<file path="src/rtl/fifo_wr_arbiter.sv">
// fifo_wr_arbiter: round-robin, burst-limited sharing of one FIFO write port among NUM_REQ producers.
// Define FIFO_WR_ARB_STATS_EN to add per-requester saturating beat counters (stat_sel/stat_beats).
module fifo_wr_arbiter #(
    parameter int NUM_REQ   = 4,
    parameter int DATA_W    = 4,
    parameter int MAX_BURST = 4,
    parameter int ID_W      = 2
) (
    input  logic                      clk,
    input  logic                      rst,
    input  logic [NUM_REQ-1:0]        req_valid,
    input  logic [NUM_REQ*DATA_W-1:0] req_data,
    input  logic [NUM_REQ-1:0]        req_last,
    output logic [NUM_REQ-1:0]        req_ready,
    input  logic                      fifo_full,
    output logic                      fifo_wr_en,
    output logic [DATA_W-1:0]         fifo_wr_data,
    output logic [ID_W-1:0]           grant_id,
    output logic                      busy
`ifdef FIFO_WR_ARB_STATS_EN
    ,
    input  logic [ID_W-1:0]           stat_sel,
    output logic [7:0]                stat_beats
`endif
);
    typedef enum logic {IDLE, BURST} state_t;

    state_t              state, state_nxt;
    logic [ID_W-1:0]     grant_nxt, rr_ptr, rr_nxt, pick;
    logic [3:0]          burst_cnt, cnt_nxt;
    logic                g_valid, g_last, xfer, release_now;
    logic [DATA_W-1:0]   g_data;

    // Second pass overrides the first, so the lowest index at or above rr_ptr wins, else the lowest below it.
    always_comb begin
        g_valid = 1'b0;
        g_last  = 1'b0;
        g_data  = '0;
        pick    = rr_ptr;
        for (int i = 0; i < NUM_REQ; i++) begin
            if (grant_id == ID_W'(i)) begin
                g_valid = req_valid[i];
                g_last  = req_last[i];
                g_data  = req_data[i*DATA_W +: DATA_W];
            end
        end
        for (int i = NUM_REQ-1; i >= 0; i--)
            if (req_valid[i] && ID_W'(i) < rr_ptr) pick = ID_W'(i);
        for (int i = NUM_REQ-1; i >= 0; i--)
            if (req_valid[i] && ID_W'(i) >= rr_ptr) pick = ID_W'(i);
    end

    always_comb begin
        busy = state == BURST;
        for (int i = 0; i < NUM_REQ; i++)
            req_ready[i] = busy && grant_id == ID_W'(i) && !fifo_full;
        xfer         = busy && g_valid && !fifo_full;
        fifo_wr_en   = xfer;
        fifo_wr_data = busy ? g_data : '0;
        release_now  = xfer ? (g_last || burst_cnt == 4'(MAX_BURST-1)) : (!g_valid && !fifo_full);
    end

    always_comb begin
        state_nxt = state;
        grant_nxt = grant_id;
        rr_nxt    = rr_ptr;
        cnt_nxt   = burst_cnt;
        if (state == IDLE) begin
            if (|req_valid) begin
                state_nxt = BURST;
                grant_nxt = pick;
                cnt_nxt   = '0;
            end
        end else begin
            cnt_nxt = xfer ? burst_cnt + 4'd1 : burst_cnt;
            if (release_now) begin
                state_nxt = IDLE;
                rr_nxt    = grant_id == ID_W'(NUM_REQ-1) ? '0 : grant_id + 1'b1;
            end
        end
    end

    always_ff @(posedge clk or posedge rst) begin
        if (rst) begin
            state     <= IDLE;
            grant_id  <= '0;
            rr_ptr    <= '0;
            burst_cnt <= '0;
        end else begin
            state     <= state_nxt;
            grant_id  <= grant_nxt;
            rr_ptr    <= rr_nxt;
            burst_cnt <= cnt_nxt;
        end
    end

`ifdef FIFO_WR_ARB_STATS_EN
    logic [7:0] beats [NUM_REQ];

    always_ff @(posedge clk or posedge rst) begin
        if (rst) begin
            for (int i = 0; i < NUM_REQ; i++) beats[i] <= '0;
        end else begin
            for (int i = 0; i < NUM_REQ; i++)
                if (xfer && grant_id == ID_W'(i) && beats[i] != 8'hFF) beats[i] <= beats[i] + 8'd1;
        end
    end

    always_comb begin
        stat_beats = '0;
        for (int i = 0; i < NUM_REQ; i++)
            if (stat_sel == ID_W'(i)) stat_beats = beats[i];
    end
`endif
endmodule

</file>
<file path="config.mk">
export PLATFORM = sky130hd
export DESIGN_NAME = fifo_wr_arbiter
export DESIGN_NICKNAME = d
export VERILOG_FILES = /design/src/rtl/fifo_wr_arbiter.sv
export SDC_FILE = /design/constraint.sdc
export NUM_CORES = 1
export LEC_CHECK = 0
export BUFFER_PORTS_ARGS = -buffer_cell sky130_fd_sc_hd__clkbuf_2
export CELL_PAD_IN_SITES_DETAIL_PLACEMENT = 0
export CELL_PAD_IN_SITES_GLOBAL_PLACEMENT = 1
export CORE_MARGIN = 1.5
export CORE_UTILIZATION = 34
export DETAILED_ROUTE_END_ITERATION = 7
export GPL_TIMING_DRIVEN = 0
export HOLD_SLACK_MARGIN = 0.1
export PLACE_DENSITY = 0.82
export SYNTH_ARGS = -nofsm -noshare
export SYNTH_HDL_FRONTEND = slang
export SYNTH_SLANG_ARGS = --single-unit
export TNS_END_PERCENT = 100
</file>
<file path="constraint.sdc">
create_clock -name clk -period 5.7 [get_ports clk]
set_clock_uncertainty 0.1 [all_clocks]
set_input_delay 0.57 -clock clk [delete_from_list [all_inputs] [get_ports clk]]
set_output_delay 0.57 -clock clk [all_outputs]
set_load 0.005 [all_outputs]
</file>
==> results.txt <==
----------------------------------------------------
[Finish]
  Area growth from synthesis to layout ... 31.7%
  Area taken by multi-input logic gates ... 524 um^2
  Final net count ... 172
  Proportion of layout cells with a drive suffix above 1 ... between 30% and 40%
  Antenna diodes ... 0
  Area of all placed cells without fillers ... 1050 um^2
  Post-layout utilization of the core ... a little under half
  Finished Layout Cells ... about 170
  Register cell area after layout ... 225 um^2
  Fill count ... 242

[Synth]
  Proportion of netlist area held by the largest area contributor ... 28.3%
  Leading cell type by number of instances after synthesis ... sky130_fd_sc_hd__nand2_1
  Synth top area cells ... sky130_fd_sc_hd__dfrtp_1 28%, sky130_fd_sc_hd__ha_1 7.9%, sky130_fd_sc_hd__a21oi_1 5.7%
  Synthesized net count ... 129
  Number of flops mapped to enable cells by yosys ... 0
  Cell taking the most area after synthesis ... sky130_fd_sc_hd__dfrtp_1
  Summed instance area of the synthesized netlist ... approximately 800 um^2
  Async S/R FF share, synth ... 100%
  Number of distinct library cells after synthesis ... 32
  Commonest cells in the synthesized netlist ... 12 x sky130_fd_sc_hd__nand2_1, 9 x sky130_fd_sc_hd__a21oi_1, 9 x sky130_fd_sc_hd__dfrtp_1, 9 x sky130_fd_sc_hd__nor2_1, 6 x sky130_fd_sc_hd__nor2b_1
  Synthesized area divided by synthesized cell count ... 8.19 um^2
  Ys Warns ... 0
  Gate Count Post-Synth ... 97
  Count of state elements after synthesis ... 9
  Sequential cell area fraction in the yosys report ... between 20 and 30%
  Primary FF master, synth ... sky130_fd_sc_hd__dfrtp_1

[Placed design]
  Placed Instances ... 163
  Cell area reported after detailed placement ... between 1000 and 1500 um^2
  Gp weighted congestion ... slightly above 0.7
  Number of input and output port buffers inserted ... 38
  Detailed Place HPWL ... 1.62 mm

[GRT]
  First-pass GRT wire length ... 3.52 mm
  GRT Util Overall ... ~18%
  Layer carrying the most global-route usage ... met2
  Pin count of the biggest net entering global routing ... 11
  Initial antenna violation count ... 0
  Number of global-route vias before repair ... 822
  GRT met2 Usage ... 31.4%
  Met1 layer usage reported by global route ... about a fifth
  Overflow left after global routing ... 0
  Global Route met3 Usage ... 2.63%

[STA]
  Worst slew margin relative to its limit ... 71.9%
  Maximum achievable frequency ... 378 MHz
  Min Hold Slack ... 0.140 ns
  Post-layout minimum cycle time ... 2.65 ns
  Aggregate negative setup slack ... 0 ns
  Final setup fails ... 0
  Pin slew with the least headroom to its limit ... 0.422 ns
  Fin crit share ... 46.5%
  Number of hold violations in the final report ... 0
  Number of pins exceeding their max-slew limit in the final report ... 0
  Setup repair after global routing missed its margin ... no

[Detailed routing]
  TritonRoute pass-1 iters ... 4
  Number of remaining DRC errors ... 0
  Detailed Route Iter0 Violations ... 9
  Total Wirelength ... roughly 2 mm
  Mean routed wirelength per cell ... between 10 and 15 um
  Total via count after detailed routing ... approximately 840
  Remaining antenna violation count after routing ... 0
  Via-to-Cell Ratio ... approximately 5

[Clock network]
  Insertion delay to the later sink of the worst-skew pair ... 0.26 ns
  Number of buffers created by CTS ... 3
  Resized Gates After CTS ... 0
  Number of levels in the clock H-tree ... 1
  Count of hold-fix buffers inserted at cts ... 0
  Clock buffer depth ... 2
  CTS tree ... built
  Root Buffer Master ... sky130_fd_sc_hd__clkbuf_4
  Number of buffers inserted by post-CTS setup repair ... 0
  Clock Sink Count ... 9
  Clock-pin slew of the registers on the worst-case setup and hold paths ... ~0.060 ns

[Critical path]
  Largest fanout on the critical path ... 6
  Worst setup path category ... flip-flop to output pin
  Data arrival time at the worst-slack endpoint ... between 1.5 and 2 ns
  Critical path startpoint ... grant_id[0]$_DFFE_PP0P_
  Critical path required time ... around 5 ns
  Critical path launch point type ... flip-flop
  Start of the worst register-to-register path ... grant_id[1]$_DFFE_PP0P_
  Setup crit end kind ... output pin

[Power]
  Pwr Density ... 443 nW/um^2
  Proportion of power drawn by combinational gates ... 64.4%
  Worst IR Drop VDD ... between 0.15 and 0.2 mV
  Internal portion of total power ... 255 uW
  Clk pwr share ... between 10% and 20%
  Sw Pwr ... between 200 and 250 uW
  Power share of the sequential group ... 25.3%
  Leak Pwr ... approximately 0.00053 uW
  Switching power share of the total ... approximately 45%

[Floorplan]
  Number of primary I/O pins ... 39
  CORE AREA ... ~2200 um^2
  Initial core utilization ... 35.9%
  Die X ... 51.3 um
  Height of the die ... 51.3 um
  Die area ... about 2600 um^2
  Cell row count ... 17

[Hold path]
  Type of the worst min-delay path ... input pin to async pin

[Outcome]
  Outcome ... finished clean

[Run]
  Count of maximum capacitance violations ... 0

----------------------------------------------------
==> final cells by class <==
type | count | area share, %
multi-input cells | 78 | 50.1
flip-flops and latches | 9 | 21.5
repair buffers | 38 | 18.2
well taps | 28 | 3.35
clock buffers | 4 | 2.51
plain buffers | 4 | 2.15
inverters | 6 | 2.15
==> layout by cell type (no fill, tap or decap), types with 2 or more instances in the layout <==
master,n
sky130_fd_sc_hd__clkbuf_2,38
sky130_fd_sc_hd__nand2_1,12
sky130_fd_sc_hd__nor2_1,9
sky130_fd_sc_hd__a21oi_1,9
sky130_fd_sc_hd__dfrtp_1,9
sky130_fd_sc_hd__nor2b_1,6
sky130_fd_sc_hd__inv_1,5
sky130_fd_sc_hd__and2_1,5
sky130_fd_sc_hd__ha_1,5
sky130_fd_sc_hd__clkbuf_1,4
sky130_fd_sc_hd__a221oi_1,4
sky130_fd_sc_hd__nor3_1,4
sky130_fd_sc_hd__mux2i_1,3
sky130_fd_sc_hd__clkbuf_4,3
sky130_fd_sc_hd__nor3b_1,2
sky130_fd_sc_hd__mux2_1,2
sky130_fd_sc_hd__o21ai_0,2
==> stage by stage <==
| stage | setup slack [ns] | power (uW) |
|---|---|---|
| after floorplan | 3.64 | 322 |
| after global placement | 3.32 | 410 |
| after detailed placement | 3.30 | 420 |
| after CTS | 3.02 | 470 |
| after global routing | 2.87 | 520 |
| final | 3.05 | 463 |
==> layer usage <==
metal	wire length, um	up-vias
met3	155	3
met2	936	37
met1	887	373
met4	29	0
met5	0	-
li1	-	429
==> sequential cells by signal, summed over array words and instances, names as in the netlist <==
register / flops
grant_id: 2
burst_cnt: 4
rr_ptr: 2
busy: 1
==> power groups by stage <==
stage	sequential, uW	combinational [uW]	clock [uW]
2_1_floorplan	110	212	0
4_1_cts	117	302	50.2
5_1_grt	121	346	52.6
6_report	117	298	47.8
3_3_place_gp	116	294	0
3_5_place_dp	118	302	0
==> kinds of logic after synthesis <==
logic type               after synthesis  share of synthesized area (%)
adder cells (fa/ha/maj)                5                           7.87
buffers and inverters                 10                           5.67
AO/OA/AOI/OAI                         24                           22.7
multiplexers                           5                           6.61
AND/OR/NAND/NOR                       44                           28.8
flip-flops                             9                           28.3
==> worst max-delay path, cell delays in order, from the launching register on <==
cell	delay (ns)
sky130_fd_sc_hd__dfrtp_1	0.45
sky130_fd_sc_hd__inv_1	0.09
sky130_fd_sc_hd__ha_1	0.24
sky130_fd_sc_hd__nor3b_1	0.15
sky130_fd_sc_hd__a21o_1	0.19
sky130_fd_sc_hd__a311oi_4	0.42
sky130_fd_sc_hd__clkbuf_2	0.19
==> worst paths after layout <==
kind,end,slack (ns),cells after the start
setup / recovery,fifo_wr_en,3.05,6
hold / removal,rr_ptr[1]$_DFFE_PP0P_,0.14,2
setup reg to reg,rr_ptr[1]$_DFFE_PP0P_,3.45,8
hold reg to reg,burst_cnt[3]$_DFFE_PP0P_,0.40,1
max in group asynchronous,rr_ptr[0]$_DFFE_PP0P_,5.11,2
min in group clk,burst_cnt[3]$_DFFE_PP0P_,0.40,1
No activity file was read; power rests on OpenSTA's default activity.
